**src/rtl/interrupt_controller.sv**
```systemverilog
// Machine-mode interrupt arbiter: combines mip/mie/mstatus.MIE, handshakes a precise
// trap point with the pipeline, and tracks handler residency until MRET.
module interrupt_controller #(
  parameter bit VECTORED_EN = 1'b1,
  parameter bit ABORT_EN    = 1'b1
) (
  input  logic        clk,
  input  logic        rst,
  input  logic        mstatus_mie,
  input  logic [31:0] mie_reg,
  input  logic [31:0] mip_reg,
  input  logic [31:0] mtvec_reg,
  input  logic        instr_valid,
  input  logic [31:0] instr_pc,
  input  logic        pipeline_ack,
  input  logic        mret_instruction,
  output logic        interrupt_pending,
  output logic        interrupt_taken,
  output logic [31:0] interrupt_cause,
  output logic [31:0] interrupt_pc,
  output logic        redirect_valid,
  output logic [31:0] redirect_pc,
  output logic        in_handler
);

  typedef enum logic [1:0] {
    S_IDLE,
    S_REQUEST,
    S_TAKEN,
    S_HANDLER
  } state_t;

  state_t      r_state;
  logic [3:0]  r_code;

  logic [31:0] w_enabled;
  logic        w_any;
  logic [3:0]  w_code;
  logic [3:0]  w_sel_code;
  logic [31:0] w_base;
  logic [31:0] w_target;
  logic        w_accept;
  logic        w_abort;

  assign w_enabled = mip_reg & mie_reg & 32'h0000_0888;
  assign w_any     = |w_enabled;
  assign w_base    = {mtvec_reg[31:2], 2'b00};
  assign w_accept  = pipeline_ack && instr_valid;
  assign w_abort   = ABORT_EN && (!mstatus_mie || !w_any);

  // NOTE: every always_comb output gets a default first so no latch is inferred.
  always_comb begin
    w_code = 4'd0;
    if (w_enabled[11])     w_code = 4'd11;
    else if (w_enabled[3]) w_code = 4'd3;
    else if (w_enabled[7]) w_code = 4'd7;
  end

  // If the source vanishes in the very cycle of the ack, the last winner is used.
  assign w_sel_code = w_any ? w_code : r_code;

  always_comb begin
    w_target = w_base;
    if (VECTORED_EN && (mtvec_reg[1:0] == 2'b01))
      w_target = w_base + {26'd0, w_sel_code, 2'b00};
  end

  // NOTE: sequential state uses non-blocking assignments only.
  always_ff @(posedge clk or posedge rst) begin
    if (rst) begin
      r_state           <= S_IDLE;
      r_code            <= 4'd0;
      interrupt_pending <= 1'b0;
      interrupt_taken   <= 1'b0;
      interrupt_cause   <= 32'd0;
      interrupt_pc      <= 32'd0;
      redirect_valid    <= 1'b0;
      redirect_pc       <= 32'd0;
      in_handler        <= 1'b0;
    end else begin
      interrupt_taken <= 1'b0;
      redirect_valid  <= 1'b0;
      interrupt_cause <= 32'd0;
      interrupt_pc    <= 32'd0;
      redirect_pc     <= 32'd0;
      case (r_state)
        S_IDLE: begin
          if (mstatus_mie && w_any) begin
            r_state           <= S_REQUEST;
            r_code            <= w_code;
            interrupt_pending <= 1'b1;
          end
        end
        S_REQUEST: begin
          if (w_any) r_code <= w_code;
          if (w_accept) begin
            r_state           <= S_TAKEN;
            interrupt_pending <= 1'b0;
            interrupt_taken   <= 1'b1;
            redirect_valid    <= 1'b1;
            in_handler        <= 1'b1;
            interrupt_cause   <= {1'b1, 27'd0, w_sel_code};
            interrupt_pc      <= instr_pc;
            redirect_pc       <= w_target;
          end else if (w_abort) begin
            r_state           <= S_IDLE;
            interrupt_pending <= 1'b0;
          end
        end
        S_TAKEN: begin
          r_state <= S_HANDLER;
        end
        S_HANDLER: begin
          if (mret_instruction) begin
            r_state    <= S_IDLE;
            in_handler <= 1'b0;
          end
        end
        default: r_state <= S_IDLE;
      endcase
    end
  end

endmodule

```
**config.mk**
```make
export PLATFORM = sky130hd
export DESIGN_NAME = interrupt_controller
export DESIGN_NICKNAME = d
export VERILOG_FILES = /design/src/rtl/interrupt_controller.sv
export SDC_FILE = /design/constraint.sdc
export NUM_CORES = 1
export LEC_CHECK = 0
export BUFFER_PORTS_ARGS = -buffer_cell sky130_fd_sc_hd__buf_2
export CORE_UTILIZATION = 46
export CTS_CLUSTER_SIZE = 25
export DETAILED_ROUTE_END_ITERATION = 10
export HOLD_SLACK_MARGIN = 0.06
export PLACE_DENSITY = 0.86
export SETUP_SLACK_MARGIN = 0.05
export SYNTH_ARGS = -nofsm -noshare
export SYNTH_HDL_FRONTEND = slang
export SYNTH_SLANG_ARGS = --single-unit
```
**constraint.sdc**
```tcl
create_clock -name clk -period 6.7 [get_ports clk]
set_input_delay 1.34 -clock clk [delete_from_list [all_inputs] [get_ports clk]]
set_output_delay 1.34 -clock clk [all_outputs]
set_load 0.01 [all_outputs]
```
==> qor.json <==
{
  "timing": {
    "final-hold-violation-count": 0,
    "final_period_minus_worst_setup_slack_ns": 3.68,
    "hold_slack_ns": 0.468,
    "timing_worst_slew_pin_value_ns": 1.08,
    "timing.slew.headroom_pct": 28.1,
    "fmax_mhz": 272,
    "layout_worst_path_cycle_share_pct": 54.9,
    "final.setup.tns_ns": 0,
    "setup_ws_ns": 3.02,
    "count_of_final_max_slew_check_failures": 0,
    "finalClockSkew_ns": 0.00743,
    "timing.final.setup_violations": 0,
    "setup_repair_after_global_routing_missed_its_margin": "no"
  },
  "grt": {
    "largest_net_degree_at_the_start_of_global_routing": 76,
    "antenna_found_initial": 0,
    "first_pass_grt_wire_length_um": 13500,
    "vias_in_the_first_global_route": 2820,
    "global_route.usage.total_pct": 20.8,
    "grt_overflow": 0
  },
  "die": {
    "core_area_um2": 7690,
    "die_height_um": 90.8,
    "start_util_pct": 47.2,
    "die_width_um": 90.8,
    "floorplan.rows": 32,
    "fp.dieArea_um2": 8240,
    "top_level_ports": 234
  },
  "finish": {
    "filler_cell_count": 666,
    "num-nets-final": 625,
    "finish.cell_count_without_fillers": 591,
    "area_growth_pct": 24.5,
    "multi_input_comb_area_um2": 1480,
    "final_design_area_no_fill_um2": 4520,
    "layout.core_utilization_pct": 58.8,
    "final-seq-area_um2": 1880,
    "layout-drive-gt1-share_pct": 36.8,
    "antenna_cells_inserted": 0
  },
  "pwr": {
    "total_power_mw": 1.22,
    "power.ir.vdd_worst_mv": 0.112,
    "power_per_cell_area_nw_per_um2": 270,
    "p_leak_nw": 2.40
  },
  "worst_setup_path": {
    "required_arrival_time_at_the_worst_endpoint_ns": 6.91,
    "worst-setup-path-type": "input pin to flip-flop",
    "worstRegToRegCells": 5,
    "critical_path_arrival_ns": 3.89,
    "endpoint_kind_of_the_worst_setup_timing_path": "flip-flop",
    "ff2ff_setup_slack_ns": 4.01,
    "regToRegEndpoint": "redirect_pc[24]$_DFF_PP0_",
    "startpoint_type": "input pin",
    "crit_path_max_fanout": 19
  },
  "flow_run": {
    "drv_cap": 0
  },
  "synthesis": {
    "most_instantiated_flip_flop_cell_in_the_synthesis_netlist": "sky130_fd_sc_hd__dfrtp_1",
    "post_synthesis_sequential_area_ratio_pct": 51.7,
    "synth-edff-count": 0,
    "yosys_warnings": 0,
    "synth_largest_type_area_fraction_pct": 51.7,
    "ys_async_sr_fraction_pct": 100,
    "synth.area.top_cells": "sky130_fd_sc_hd__dfrtp_1, sky130_fd_sc_hd__buf_4, sky130_fd_sc_hd__and2_1",
    "post_synth_instance_area_um2": 3630,
    "ys_types": 48,
    "synth_top_area_cell": "sky130_fd_sc_hd__dfrtp_1",
    "number_of_standard_cells_after_synthesis": 346,
    "netlist_top_cells_count": "sky130_fd_sc_hd__dfrtp_1, sky130_fd_sc_hd__and2_1, sky130_fd_sc_hd__buf_4",
    "postSynthRegisterBits": 75,
    "synth_most_common_cell": "sky130_fd_sc_hd__dfrtp_1",
    "postSynthAreaPerCell_um2": 10.5
  },
  "clock_tree": {
    "cts_max_level": 3,
    "cts-buffers-inserted": 9,
    "cts-hold-fix-buffers": 0,
    "buffer_depth_of_the_longest_clock_path": 2,
    "cts_tree": "built",
    "worstSkewPairLatency_ns": 0.34,
    "clkTransAtPathRegs_ns": 0.08,
    "root_buffer": "sky130_fd_sc_hd__clkbuf_8",
    "cts_post_setup_buffers_inserted": 0,
    "post_cts_resized": 0,
    "tritoncts_num_sinks": 75
  },
  "routing": {
    "detailroute.wirelength.met2_um": 4240,
    "highest_metal_layer_with_signal_wires": "met4",
    "routed_wirelength_um": 8340,
    "route.detailed.drc": 0,
    "drt_iter0_markers": 137,
    "wl_per_cell_um": 14.1,
    "drt_pre_antenna_iters": 4,
    "vias": 2997,
    "detail_route.wirelength.met1_um": 3420,
    "dr_wl_met3_um": 582,
    "routed_via_density": 5.07,
    "drtAntennaViolNets": 0
  },
  "placement": {
    "buffer_ports.inserted": 146,
    "dp_worst_setup_slack_ns": 2.65,
    "globalplace.congestion": 0.830,
    "placed_cells_incl_taps": 576,
    "dp_hpwl_um": 5970,
    "dpl-instance-area_um2": 4260
  },
  "hold_path": {
    "timing.hold.worst.start": "r_code[1]$_DFFE_PP0P_",
    "holdPathStages": 1,
    "hp-class": "flip-flop to flip-flop",
    "min_delay_worst_endpoint": "r_code[1]$_DFFE_PP0P_"
  },
  "run_status": {
    "status": "finished, final reports clean"
  }
}
layer usage:
metal | global-route usage, % | vias to the layer above
met1 | 25.8 | 1415
met3 | 4.97 | 10
met4 | 5.03 | 0
met5 | 0 | -
met2 | 36.3 | 141
li1 | - | 1431
registers in the layout, summed over array words and instances (netlist names), named ones only:
signal             cells
in_handler             1
r_code                 4
interrupt_cause        5
r_state                1
redirect_pc           30
interrupt_pending      1
interrupt_pc          32
worst max-delay path: stages:
cell and delay, ns:
sky130_fd_sc_hd__buf_2 0.11, sky130_fd_sc_hd__a22oi_1 0.34, sky130_fd_sc_hd__nand2_1 0.13, sky130_fd_sc_hd__or2_2 0.30, sky130_fd_sc_hd__ha_1 0.22, sky130_fd_sc_hd__fa_1 0.41
sky130_fd_sc_hd__nand3_1 0.17, sky130_fd_sc_hd__a211o_1 0.50, sky130_fd_sc_hd__o311ai_0 0.22, sky130_fd_sc_hd__o41ai_1 0.15
worst max-delay path by stage:
stage / startpoint / cells past startpoint / endpoint
floorplan: mip_reg[3] / 11 / redirect_pc[24]$_DFF_PP0_
global placement: mip_reg[3] / 10 / redirect_pc[24]$_DFF_PP0_
detailed placement: mip_reg[3] / 10 / redirect_pc[24]$_DFF_PP0_
CTS: mip_reg[3] / 10 / redirect_pc[24]$_DFF_PP0_
global route: mip_reg[3] / 10 / redirect_pc[24]$_DFF_PP0_
finish: mip_reg[3] / 10 / redirect_pc[24]$_DFF_PP0_
final cells by class:
cell class / count / area share, %
sequential: 75 / 41.6
multi-input combinational: 244 / 32.8
timing repair buffer: 147 / 16.3
clock inverter: 6 / 3.05
tap: 102 / 2.83
clock buffer: 9 / 2.74
inverter: 8 / 0.665
kinds of logic after synthesis:
logic type / synth area share, %
simple gates: 21.3
flops: 51.7
compound gates: 11.9
buf+inv: 10.3
fa+ha+maj: 2.28
mux: 1.38
xor+xnor: 0.966
other cells: 0.103
cell usage in the layout, fill, tap and decap left out, drive strengths merged, types with 4 or more instances in the layout:
cell and count:
buf 147, dfrtp 75, and2 35, nand2 30
conb 29, a21oi 26, or4 14, o31ai 13
nand3 12, or2 10, clkbuf 9, inv 9
o21ai 8, nor2 5, nand4 5, mux2i 5
ha 5, or3 5, nor4 4, xnor2 4
bufinv 4
where the power goes:
part | leakage (nW) | switching [mW] | internal, mW
clock network | 0.130 | 0.170 | 0.285
logic | 1.25 | 0.140 | 0.0960
registers | 1.02 | 0.0279 | 0.499
Power figures use the tool's default switching activity.
